$ cat config.mk
export PLATFORM = sky130hd
export DESIGN_NAME = kbd_event_queue
export DESIGN_NICKNAME = d
export VERILOG_FILES = /design/src/rtl/kbd_event_queue_pkg.sv /design/src/rtl/kbd_event_queue_sync_fifo.sv /design/src/rtl/kbd_event_queue.sv
export SDC_FILE = /design/constraint.sdc
export NUM_CORES = 1
export LEC_CHECK = 0
export ABC_AREA = 1
export ABC_CLOCK_PERIOD_IN_PS = 7400
export CORE_ASPECT_RATIO = 0.75
export CORE_MARGIN = 3
export CORE_UTILIZATION = 51
export DETAILED_ROUTE_END_ITERATION = 8
export HOLD_SLACK_MARGIN = 0.06
export PLACE_DENSITY = 0.77
export SYNTH_ARGS = -nofsm -noshare
export SYNTH_HDL_FRONTEND = slang
export SYNTH_SLANG_ARGS = --single-unit
$ cat constraint.sdc
create_clock -name clk -period 7.4 [get_ports clk]
set_input_delay 0.74 -clock clk [delete_from_list [all_inputs] [get_ports clk]]
set_output_delay 0.74 -clock clk [all_outputs]
set_load 0.02 [all_outputs]
$ cat src/rtl/kbd_event_queue_pkg.sv
// ============================================================================
// Module      : kbd_event_queue_pkg
// Description : Register map, status bit layout and interrupt FSM encodings
//               shared by the keyboard event queue.
// Revision    : 1.0
// ============================================================================
`default_nettype none

package kbd_event_queue_pkg;

    localparam logic [63:0] C_KEY_BASE_DEFAULT = 64'h0000_0000_0000_4000;
    localparam logic [63:0] C_KEY_DATA_OFF     = 64'd0;
    localparam logic [63:0] C_KEY_STAT_OFF     = 64'd8;

    localparam int C_ENTRY_W          = 16;
    localparam int C_DATA_VALID_BIT   = 31;
    localparam int C_STAT_OVERFLOW_BIT = 18;
    localparam int C_STAT_FULL_BIT    = 17;
    localparam int C_STAT_EMPTY_BIT   = 16;

    localparam logic [1:0] C_ST_IDLE = 2'd0;
    localparam logic [1:0] C_ST_PEND = 2'd1;
    localparam logic [1:0] C_ST_WAIT = 2'd2;

    function automatic logic [63:0] f_data_word(input logic [C_ENTRY_W-1:0] entry);
        logic [63:0] w;
        w = '0;
        w[C_DATA_VALID_BIT] = 1'b1;
        w[C_ENTRY_W-1:0]    = entry;
        return w;
    endfunction

    function automatic logic [63:0] f_status_word(input logic       overflow,
                                                  input logic       full,
                                                  input logic       empty,
                                                  input logic [6:0] count);
        logic [63:0] w;
        w = '0;
        w[C_STAT_OVERFLOW_BIT] = overflow;
        w[C_STAT_FULL_BIT]     = full;
        w[C_STAT_EMPTY_BIT]    = empty;
        w[6:0]                 = count;
        return w;
    endfunction

endpackage

`default_nettype wire

$ cat src/rtl/kbd_event_queue_sync_fifo.sv
// ============================================================================
// Module      : sync_fifo
// Description : Single-clock circular FIFO with a registered head word.
// Revision    : 1.0
// ============================================================================
`default_nettype none

module sync_fifo #(
    parameter int DEPTH = 8,
    parameter int WIDTH = 16
) (
    input  logic                       clk,
    input  logic                       rst,
    input  logic                       push,
    input  logic                       pop,
    input  logic [WIDTH-1:0]           din,
    output logic [WIDTH-1:0]           head,
    output logic                       full,
    output logic                       empty,
    output logic [$clog2(DEPTH):0]     count
);

    localparam int C_AW = $clog2(DEPTH);

    logic [WIDTH-1:0] r_mem [DEPTH];
    logic [C_AW-1:0]  r_wr_ptr;
    logic [C_AW-1:0]  r_rd_ptr;
    logic [C_AW:0]    r_count;
    logic [WIDTH-1:0] r_head;

    logic             w_do_push;
    logic             w_do_pop;
    logic [C_AW-1:0]  w_rd_next;

    // A full FIFO still accepts a push when a pop frees a slot this cycle.
    assign w_do_pop  = pop & ~empty;
    assign w_do_push = push & (~full | pop);
    assign w_rd_next = r_rd_ptr + C_AW'(w_do_pop);

    assign full  = (r_count == (C_AW+1)'(DEPTH));
    assign empty = (r_count == '0);
    assign count = r_count;
    assign head  = r_head;

    always_ff @(posedge clk) begin
        if (rst) begin
            r_wr_ptr <= '0;
            r_rd_ptr <= '0;
            r_count  <= '0;
        end else begin
            if (w_do_push) r_wr_ptr <= r_wr_ptr + 1'b1;
            r_rd_ptr <= w_rd_next;
            case ({w_do_push, w_do_pop})
                2'b10:   r_count <= r_count + 1'b1;
                2'b01:   r_count <= r_count - 1'b1;
                default: r_count <= r_count;
            endcase
        end
    end

    // Storage and head register carry no reset so they map onto block RAM;
    // the bypass covers a write landing on the slot that becomes the head.
    always_ff @(posedge clk) begin
        if (w_do_push) r_mem[r_wr_ptr] <= din;
        if (w_do_push && (r_wr_ptr == w_rd_next)) r_head <= din;
        else                                      r_head <= r_mem[w_rd_next];
    end

endmodule

`default_nettype wire

$ cat src/rtl/kbd_event_queue.sv
// ============================================================================
// Module      : kbd_event_queue
// Description : Buffers decoder key events, serves them on the CPU bus and
//               drives the keyboard interrupt request/acknowledge handshake.
// Revision    : 1.0
// ============================================================================
`default_nettype none

module kbd_event_queue
    import kbd_event_queue_pkg::*;
#(
    parameter int          DEPTH    = 8,
    parameter logic [63:0] KEY_BASE = C_KEY_BASE_DEFAULT
) (
    input  logic        clk,
    input  logic        reset,
    input  logic        key_pressed,
    input  logic [7:0]  ascii,
    input  logic [7:0]  scan,
    input  logic [63:0] bus_address,
    input  logic        bus_read_enable,
    output logic [63:0] bus_read_data,
    output logic        bus_read_hit,
    output logic [3:0]  interrupt_vector,
    input  logic        interrupt_ack
);

    localparam int C_CW = $clog2(DEPTH) + 1;

    logic                 r_key_d;
    logic                 r_data_sel_d;
    logic                 r_stat_sel_d;
    logic                 r_overflow;
    logic [63:0]          r_rd_data;
    logic                 r_hit;
    logic [1:0]           r_state;
    logic [1:0]           w_state_next;

    logic                 w_key_edge;
    logic                 w_data_sel;
    logic                 w_stat_sel;
    logic                 w_data_edge;
    logic                 w_stat_edge;
    logic                 w_pop;
    logic [C_ENTRY_W-1:0] w_head;
    logic                 w_full;
    logic                 w_empty;
    logic [C_CW-1:0]      w_count;
    logic [6:0]           w_count7;

    assign w_key_edge  = key_pressed & ~r_key_d & (ascii != 8'd0);
    assign w_data_sel  = bus_read_enable & (bus_address == KEY_BASE + C_KEY_DATA_OFF);
    assign w_stat_sel  = bus_read_enable & (bus_address == KEY_BASE + C_KEY_STAT_OFF);
    assign w_data_edge = w_data_sel & ~r_data_sel_d;
    assign w_stat_edge = w_stat_sel & ~r_stat_sel_d;
    assign w_pop       = w_data_edge & ~w_empty;
    assign w_count7    = 7'(w_count);

    sync_fifo #(
        .DEPTH (DEPTH),
        .WIDTH (C_ENTRY_W)
    ) u_fifo (
        .clk   (clk),
        .rst   (reset),
        .push  (w_key_edge),
        .pop   (w_data_edge),
        .din   ({scan, ascii}),
        .head  (w_head),
        .full  (w_full),
        .empty (w_empty),
        .count (w_count)
    );

    always_ff @(posedge clk) begin
        if (reset) begin
            r_key_d      <= 1'b0;
            r_data_sel_d <= 1'b0;
            r_stat_sel_d <= 1'b0;
            r_overflow   <= 1'b0;
            r_rd_data    <= '0;
            r_hit        <= 1'b0;
        end else begin
            r_key_d      <= key_pressed;
            r_data_sel_d <= w_data_sel;
            r_stat_sel_d <= w_stat_sel;
            r_hit        <= w_data_sel | w_stat_sel;

            // A new overflow in the same cycle as a status read is kept.
            if (w_key_edge && w_full && !w_data_edge) r_overflow <= 1'b1;
            else if (w_stat_edge)                     r_overflow <= 1'b0;

            if (w_data_edge)
                r_rd_data <= w_empty ? 64'd0 : f_data_word(w_head);
            else if (w_stat_edge)
                r_rd_data <= f_status_word(r_overflow, w_full, w_empty, w_count7);
            else if (!(w_data_sel || w_stat_sel))
                r_rd_data <= '0;
        end
    end

    assign bus_read_data = r_rd_data;
    assign bus_read_hit  = r_hit;

    always_ff @(posedge clk) begin
        if (reset) r_state <= C_ST_IDLE;
        else       r_state <= w_state_next;
    end

    always_comb begin
        w_state_next     = r_state;
        interrupt_vector = 4'd0;
        case (r_state)
            C_ST_IDLE: if (w_count != '0) w_state_next = C_ST_PEND;
            C_ST_PEND: begin
                interrupt_vector = 4'd1;
                if (interrupt_ack) w_state_next = C_ST_WAIT;
            end
            C_ST_WAIT: if (w_pop) w_state_next = C_ST_IDLE;
            default:   w_state_next = C_ST_IDLE;
        endcase
    end

endmodule

`default_nettype wire

==> results of run 1 <==
state kept, by name, indices dropped and copies added, names as in the netlist, named ones only:
signal and cells:
u_fifo.r_rd_ptr 3, r_data_sel_d 1, r_overflow 1, u_fifo.r_wr_ptr 3, r_key_d 1, u_fifo.r_mem 128
bus_read_data 20, u_fifo.count 4, bus_read_hit 1, r_state 2, r_stat_sel_d 1
cell type report:
| class | count | share of cell area, % |
|---|---|---|
| inverters | 27 | 1.14 |
| well taps | 175 | 2.45 |
| multi-input cells | 459 | 24.8 |
| clock buffers | 26 | 6.14 |
| clock inverters | 6 | 0.350 |
| flip-flops and latches | 168 | 52.1 |
| repair buffers | 120 | 13.1 |
placed cells by master (no fill, tap or decap), types with 5 or more instances in the layout:
master / count
a21oi_1: 26
buf_4: 14
clkbuf_16: 21
clkdlybuf4s50_1: 106
clkinv_2: 5
conb_1: 47
dfxtp_1: 39
edfxtp_1: 128
ha_1: 5
inv_1: 27
mux2i_1: 6
nand2_1: 97
nand3_1: 8
nand4_1: 18
nor2_1: 153
o21ai_0: 42
o221ai_1: 6
o32ai_1: 26
synthesized netlist by cell type, drive strengths merged:
library cell / number
or2: 4
o211a: 1
mux2i: 6
nand3b: 1
buf: 59
o21ai: 43
o21a: 1
clkbuf: 21
nand4: 18
o32ai: 26
nor2: 157
a21oi: 27
inv: 27
o221ai: 6
nor3: 1
dfxtp: 40
xor2: 3
o211ai: 1
conb: 1
nand2: 99
a211oi: 1
nand3: 11
and3: 1
ha: 5
edfxtp: 128
worst reg2reg max path, delay by kind of cell (launching register included):
kind,cells,cell delay [ps]
buffers and inverters,3,1330
AND/OR/NAND/NOR,5,490
AO/OA/AOI/OAI,2,400
flip-flops,1,310
stage by stage:
step,setup slack (ps),std cells,hold WS (ps),util [%],area (um^2)
after floorplan,4460,734,441,-,7460
after global placement,4120,949,453,60.3,8350
after detailed placement,4020,949,469,60.3,8350
after CTS,4430,981,481,64.5,8920
after global routing,4130,981,501,64.5,8920
final,4360,981,481,64.5,8920
routing by layer:
metal	track usage (%)	routed length (um)	vias up
li1	-	-	2506
met1	28.2	6900	2500
met2	35.5	8390	232
met3	4.13	1220	22
met4	5.71	176	0
met5	0	0	-
power by group:
group | internal [mW] | total, mW | switching, mW
Clock | 0.512 | 0.849 | 0.338
Sequential | 1.03 | 1.04 | 0.00743
Combinational | 0.0584 | 0.135 | 0.0767
logic make-up (layout without fill, tap and decap cells):
logic type | count (synthesis) | in the layout
AND/OR/NAND/NOR | 292 | 292
AO/OA/AOI/OAI | 106 | 106
XOR/XNOR | 3 | 3
flip-flops | 168 | 168
other | 1 | 47
adder cells (fa/ha/maj) | 5 | 5
buffers and inverters | 107 | 179
multiplexers | 6 | 6
how the worst min path moves through the flow:
stage,from,to,slack (ps),depth (start not counted)
2_1_floorplan,u_fifo.r_rd_ptr[1],flop,440,1
3_3_place_gp,r_overflow,r_overflow,450,2
3_5_place_dp,u_fifo.r_rd_ptr[1],flop,470,1
4_1_cts,r_overflow,bus_read_data[18],480,2
5_1_grt,u_fifo.r_rd_ptr[0],flop,500,1
6_report,u_fifo.r_rd_ptr[1],flop,480,1
==> results_dict.tcl, run 1 <==
set metrics [dict create \
    status "completed" \
    cp_common_cell "nand2_1" \
    peakVddDrop_mv 0.180 \
    cellLeakagePower_nw 3.20 \
    drtPass1Iterations 6 \
    yosys.cell_types.count 38 \
    ctsHoldBuffers 0 \
    worstSetupStartpoint "bus_address[53]" \
    synthMuxAreaShare_pct 0.824 \
    critPathLaunchType "primary input" \
    design.core.area_mm2 0.0138 \
    setup_tns_ps 0 \
    cts_inserted_buffers 17 \
    power_mw 2.02 \
    cts_num_sinks 168 \
    required_ps 7760 \
    postRouteAntennaNets 0 \
    synth_area_leader_cell "edfxtp_1" \
    critical_path_depth 17 \
    crit_chain "clkdlybuf4s50_1 > nor2_1 > nand2_1 > nor2_1 > nand2_1 > nor2_2 > nand3_4 > nand2_2 > o21ai_2 > ha_1 > xor2_1 > nand3_1 > nand2_1 > nand3_1 > nand2_1 > inv_1 > nor2_1" \
    drc 0 \
    cp_max_fo 19 \
    postCtsSetupBuffers 0 \
    yosys.area_share.simple_pct 16.7 \
    grt_max_degree 66 \
    synth_top_area_share_pct 52.7 \
    r2r_end "bus_read_data[3]" \
    area.growth.synth_to_final_pct 22.5 \
    cts_max_path_buffers 2 \
    slowest_delay_ps 400 \
    wl_um 16700 \
    path_buf_inv 2 \
    first_iter_violations 563 \
    fin_skew_ps 9.45 \
    cts_tree "yes" \
    synth_top_family_by_area "simple AND/OR/NAND/NOR gates" \
    critical-path-slowest-cell "clkdlybuf4s50_1" \
    synthXorXnorAreaFrac_pct 0.361 \
    synth.avg_cell_area_um2 10.6 \
    power_density_mw_per_mm2 227 \
    r2r.worst_path.cells 10 \
    synth.cell_area_mm2 0.00729 \
    rsz0062_at_grt "no" \
    hold_violations 0 \
    worstSetupPathType "in2reg" \
    critPathCapture "u_fifo.count[3]" \
    regArea_mm2 0.00465 \
    ys_seq_area_share_pct 63.7 \
    synthCells 688 \
    avgViaCountPerCell 5.36 \
    ys_top_cells_by_area "edfxtp_1, dfxtp_1, nor2_1" \
    maxSlewHeadroom_pct 42.1 \
    cts.repair.resized 0 \
    setup_viol 0 \
    grt.total_usage_pct 21.1 \
    clk_latency_ps 410 \
    yosys_register_bits 168 \
    num_vias 5260 \
    cp_top_family "simple AND/OR/NAND/NOR gates" \
    die_area_mm2 0.0158 \
    grt_pass1_wl_um 25200 \
    drive_above_1_share_pct 7.20 \
    die_height_um 110 \
    arrival_ps 3390 \
    cts_root_buffer "clkbuf_16" \
    regToRegSetupSlack_ps 4820 \
    initial_utilization_pct 52.7 \
    die_x_um 144 \
    post-route-period-util_pct 41.0 \
    min_period_ps 3040 \
    wire_per_inst_um 17.0 \
    grt-ovfl-total 0 \
    fill_cells 1033 \
    nets 883 \
    hold_path_class "reg2reg" \
    crit_path_end_kind "flop" \
    diodes 0 \
    first_global_vias 4913 \
    numPortBuffers 106 \
    clk_pin_slew_ps 60 \
    drv_cap 0 \
    antenna_found_initial 0 \
    h-tree-depth 4 \
    std_cell_rows 37 \
    synth_compound_gate_area_share_pct 9.20 \
    maxSlewViolCount 0 \
    dpl.hpwl_um 10600 \
    pin_count 154 \
    max_freq_mhz 329 \
    place.gp.congestion 0.806 \
    yosysWarningCount 0 \
    multi_input_area_mm2 0.00221 \
    synth_fa_ha_area_share_pct 0.858 \
    worstMarginPinSlew_ps 866 \
]
(Power assumes the default switching activity.)
==> run 2: changes to the inputs <==
Settings changed: ABC_CLOCK_PERIOD_IN_PS 7400 to 2650, CORE_UTILIZATION 51 to 46, PLACE_DENSITY 0.77 to 0.73.
Clock period 7.4 ns to 2.65 ns, I/O delays scaled along.
==> run 2 against run 1 <==
Largest power group unchanged. Sequential power rose to 2.8 times the previous value. Largest cell class unchanged. Clock skew fell by 1.2 ps. Via count up 1.7%. Combinational power rose to 2.9 times the previous value. Non-clock buffer count up 24. Register-to-register slack worse by 4300 ps. Flip-flop and latch count unchanged.
==> results_dict.tcl, run 2 (same netlist as run 1, synthesis figures left out) <==
set metrics [dict create \
    hold_depth 3 \
    first_iter_violations 460 \
    cp_max_fo 7 \
    avgViaCountPerCell 5.17 \
    drv_cap 0 \
    setup_tns_ps 0 \
    grt_max_degree 65 \
    min_period_ps 2300 \
    post-route-util_pct 59.7 \
    grt_pass1_wl_um 25500 \
    cts_inserted_buffers 17 \
    status "completed" \
    critPathLaunchType "primary input" \
    peakVddDrop_mv 0.514 \
    drive_above_1_share_pct 9.05 \
    cts_max_path_buffers 2 \
    cellLeakagePower_nw 3.29 \
    max_freq_mhz 436 \
    rsz0062_at_grt "no" \
    area.growth.synth_to_final_pct 25.8 \
    cts_tree "yes" \
    postCtsSetupBuffers 0 \
    postRouteAntennaNets 0 \
    comb_power_share_pct 7.0 \
    r2r_end "u_fifo.r_rd_ptr[2]" \
    maxSlewHeadroom_pct 59.7 \
    hold_end "r_key_d" \
    worstSetupPathType "in2reg" \
    wl_um 16600 \
    maxSlewViolCount 0 \
    pin_count 154 \
    drtPass1Iterations 5 \
    numPortBuffers 106 \
    p_switching_mw 1.17 \
    hold_violations 0 \
    drc 0 \
    die_area_mm2 0.0174 \
    antenna_found_initial 0 \
    grt-ovfl-total 0 \
    power_density_mw_per_mm2 611 \
    nets 907 \
    layout_setup_ws_ps 354 \
    pwr-share-clk_pct 41.1 \
    wire_per_inst_um 16.0 \
    h-tree-depth 4 \
    clk_latency_ps 420 \
    power_mw 5.60 \
    dp_slack_ps -57.3 \
    crit_path_end_kind "flop" \
    cts_root_buffer "clkbuf_16" \
    initial_utilization_pct 47.4 \
    layout_commonest_cell "nor2_1" \
    largest_reg_flops 128 \
    worstMarginPinSlew_ps 605 \
    clk_pin_slew_ps 60 \
    die_height_um 115 \
    design.core.area_mm2 0.0154 \
    hold_path_class "in2reg" \
    mostFrequentLayoutCells "nor2_1, edfxtp_1, clkdlybuf4s50_1" \
    std_cell_rows 39 \
    min_from "key_pressed" \
    cts.repair.resized 0 \
    timing.rr.start "u_fifo.count[1]" \
    p_int_mw 4.43 \
    num_vias 5348 \
    cts_num_sinks 168 \
    switching_share_pct 20.9 \
    first_global_vias 5171 \
    ctsHoldBuffers 0 \
    dpl.hpwl_um 11100 \
    setup_viol 0 \
    place.gp.congestion 0.759 \
    diodes 0 \
    fin_skew_ps 8.21 \
    post-route-period-util_pct 86.6 \
    fill_cells 1226 \
    regToRegSetupSlack_ps 530 \
    required_ps 2970 \
    regMostFlops "u_fifo.r_mem" \
    seqPwrFrac_pct 51.8 \
    r2r.worst_path.cells 9 \
    fin_hold_ws_ps 423 \
    arrival_ps 2610 \
    die_x_um 151 \
    grt.total_usage_pct 19.3 \
]
-- run 2: cell types whose count changed in the layout (fill, tap and decap cells not counted), sizes merged --
cell	delta
bufinv	+2
clkinvlp	+2
buf	+24
clkbuf	-5
-- run 2: final cells by class --
| class | instances | area [um^2] | share of cell area, % |
|---|---|---|---|
| sequential | 168 | 4650 | 50.7 |
| multi-input combinational | 459 | 2210 | 24.1 |
| timing repair buffer | 144 | 1410 | 15.4 |
| clock buffer | 21 | 440 | 4.80 |
| tap | 205 | 256 | 2.80 |
| clock inverter | 10 | 104 | 1.13 |
| inverter | 27 | 101 | 1.11 |
-- run 2: power by group through the flow --
stage | combinational [mW] | sequential (mW) | clock (mW)
2_1_floorplan | 0.230 | 2.95 | 0
3_5_place_dp | 0.392 | 2.96 | 0
4_1_cts | 0.394 | 2.90 | 2.35
3_3_place_gp | 0.383 | 2.95 | 0
5_1_grt | 0.435 | 2.91 | 2.46
6_report | 0.395 | 2.90 | 2.30
-- run 2: how the worst max path moves through the flow --
stage               startpoint                  end  slack [ps]  cells after the start
2_1_floorplan   bus_address[1]   u_fifo.r_mem[0][0]         180                      9
3_3_place_gp   bus_address[63]  u_fifo.r_mem[6][13]          -3                     12
3_5_place_dp   bus_address[24]      u_fifo.count[2]         -60                     17
4_1_cts        bus_address[63]      u_fifo.count[2]         370                     17
5_1_grt        bus_address[63]      u_fifo.count[2]         110                     17
6_report       bus_address[24]      u_fifo.count[2]         350                     17
-- run 2: routing by layer --
layer / global-route usage, % / up-vias / share of wire [%]
li1: - / 2562 / -
met1: 24.7 / 2536 / 41
met5: 0 / - / 0
met4: 7.00 / 0 / 1.9
met3: 4.61 / 25 / 7.8
met2: 32.4 / 225 / 50
-- run 2: critical path, stage by stage --
cell and delay, ps:
clkdlybuf4s50_1 410, nor2_1 120, nand2_1 70, nor2_1 190
nand3_2 120, nor2_4 130, nand3_4 110, nand2_2 90
o21ai_2 100, ha_1 280, xor2_1 210, ha_1 180
inv_1 60, nand3_1 80, nand2_1 50, nor2_1 90
nor2_1 50
-- run 2: metrics by stage --
step	area (um^2)	std cells
final	9170	1034
after global routing	9170	1034
after CTS	9170	1034
after detailed placement	8630	1003
after global placement	8630	1003
after floorplan	7460	734
==> run 3: changes to the inputs <==
Settings changed: ABC_CLOCK_PERIOD_IN_PS 2650 to 2400, CORE_ASPECT_RATIO 0.75 to not set, CORE_UTILIZATION 46 to 51, PLACE_DENSITY 0.73 to 0.77.
Clock period 2.65 ns to 2.4 ns, I/O delays scaled along.
==> run 3 against run 2 <==
Sequential power increased by 11%. Global-route usage increased by 3.2 points. Sequential share of layout area fell by 0.58 points. Routed wire length increased by 7.2%. Non-clock buffer count is 1 higher. Clock-buffer cell count fell by 3. Clock skew fell by 1.2 ps.
==> results_dict.tcl, run 3 (same netlist as run 1, synthesis figures left out) <==
set metrics [dict create \
    clk_pin_slew_ps 60 \
    first_iter_violations 514 \
    regArea_mm2 0.00465 \
    drive_above_1_share_pct 10.1 \
    die_height_um 126 \
    setup_viol 0 \
    min_from "key_pressed" \
    place_inst 979 \
    grt-ovfl-total 0 \
    hold_path_class "in2reg" \
    path_buf_inv 1 \
    wl_um 17800 \
    grt.total_usage_pct 22.6 \
    cts_num_sinks 168 \
    crit_chain "clkdlybuf4s50_1 > nor2_1 > nand2_1 > nor2_1 > nand2_1 > nor2_4 > nand3_4 > nand2_2 > o21ai_2 > ha_2 > xor2_2 > ha_1 > o21ai_0 > nor2_1" \
    first_global_vias 5301 \
    cts_max_path_buffers 2 \
    maxSlewViolCount 0 \
    seqPwrFrac_pct 48.9 \
    required_ps 2720 \
    layout_commonest_cell "nor2_1" \
    regToRegSetupSlack_ps 250 \
    comb_power_share_pct 6.7 \
    worstSetupStartpoint "bus_address[47]" \
    rsz0062_at_grt "no" \
    hold_violations 0 \
    p_switching_mw 1.34 \
    drc 0 \
    timing.rr.start "u_fifo.count[1]" \
    arrival_ps 2550 \
    fin_hold_ws_ps 399 \
    cts_inserted_buffers 17 \
    std_cell_rows 43 \
    cts_root_buffer "clkbuf_16" \
    dp_slack_ps -308 \
    max_freq_mhz 447 \
    r2r_end "u_fifo.r_rd_ptr[2]" \
    design.core.area_mm2 0.0139 \
    peakVddDrop_mv 0.440 \
    cts_tree "yes" \
    clk_latency_ps 430 \
    grt_pass1_wl_um 27500 \
    drv_cap 0 \
    cp_max_fo 7 \
    numPortBuffers 106 \
    largest_reg_flops 128 \
    critical_path_depth 14 \
    multi_input_area_mm2 0.00223 \
    post-route-period-util_pct 93.2 \
    cp_top_family "simple AND/OR/NAND/NOR gates" \
    drtPass1Iterations 5 \
    antenna_found_initial 0 \
    switching_share_pct 20.5 \
    cellLeakagePower_nw 3.35 \
    fin_skew_ps 6.98 \
    postRouteAntennaNets 0 \
    nets 908 \
    status "completed" \
    maxSlewHeadroom_pct 55.2 \
    place.gp.congestion 0.887 \
    diodes 0 \
    cp_common_cell "nor2_1" \
    mostFrequentLayoutCells "nor2_1, edfxtp_1, clkdlybuf4s50_1" \
    die_x_um 126 \
    fill_cells 1038 \
    layout_setup_ws_ps 164 \
    initial_utilization_pct 52.3 \
    min_period_ps 2240 \
    grt_max_degree 65 \
    r2r.worst_path.cells 9 \
    num_vias 5440 \
    die_area_mm2 0.0158 \
    critical-path-slowest-cell "clkdlybuf4s50_1" \
    dpl.hpwl_um 11500 \
    fin_cells 1011 \
    pin_count 154 \
    area.growth.synth_to_final_pct 27.3 \
    h-tree-depth 4 \
    power_density_mw_per_mm2 707 \
    critPathLaunchType "primary input" \
    crit_path_end_kind "flop" \
    wire_per_inst_um 17.6 \
    worstMarginPinSlew_ps 672 \
    regMostFlops "u_fifo.r_mem" \
    worstSetupPathType "in2reg" \
    avgViaCountPerCell 5.38 \
    critPathCapture "u_fifo.count[1]" \
    slowest_delay_ps 400 \
    pwr-share-clk_pct 44.4 \
    p_int_mw 5.21 \
]
[run 3: repair_timing]
| item | in CTS | in global routing |
|---|---|---|
| hold buffers | 0 | 0 |
| endpoints found under the setup margin | 0 | 2 |
| buffers inserted | 0 | 0 |
| resized for setup | 0 | 3 |
[run 3: worst min-delay path: cells and delay by family]
family,cells,cell delay [ps]
buf+inv,2,500
simple gates,1,40
[run 3: power by group through the flow]
stage               logic [mW]  registers (mW)  clock network (mW)
floorplan                0.254            3.26                   0
global placement         0.422            3.26                   0
detailed placement       0.434            3.27                   0
CTS                      0.437            3.20                2.95
global route             0.475            3.21                3.07
finish                   0.441            3.21                2.91
[run 3: worst min-delay path by stage]
| stage | to | slack [ps] | cells after the start |
|---|---|---|---|
| floorplan | u_fifo.r_mem[0][0] | 340 | 0 |
| global placement | r_overflow | 450 | 2 |
| detailed placement | bus_read_data[18] | 460 | 2 |
| CTS | r_key_d | 390 | 3 |
| global route | r_key_d | 420 | 3 |
| finish | r_key_d | 400 | 3 |
[run 3: area by class of cell]
type	instances	share of cell area [%]
multi-input cells	459	24.0
clock buffers	18	4.63
repair buffers	145	15.5
inverters	27	1.09
well taps	180	2.43
clock inverters	14	2.21
flip-flops and latches	168	50.1
[run 3: layer usage]
metal / track usage (%) / wire [um] / part of all wire (%) / vias up
li1: - / - / - / 2562
met1: 27.4 / 6880 / 39 / 2563
met2: 37.9 / 8830 / 50 / 276
met3: 5.98 / 1520 / 8.5 / 39
met4: 10.1 / 540 / 3.0 / 0
met5: 0 / 0 / 0 / -
[run 3: per-stage QoR]
stage                     total power, mW  util (%)  TNS (ps)  instance area [um^2]
after floorplan                      3.52         -     -2790                  7460
after global placement               3.69      61.9    -13700                  8630
after detailed placement             3.70      61.9    -21230                  8630
after CTS                            6.59      66.5         0                  9260
after global routing                 6.75      66.6         0                  9280
final                                6.56      66.6         0                  9280
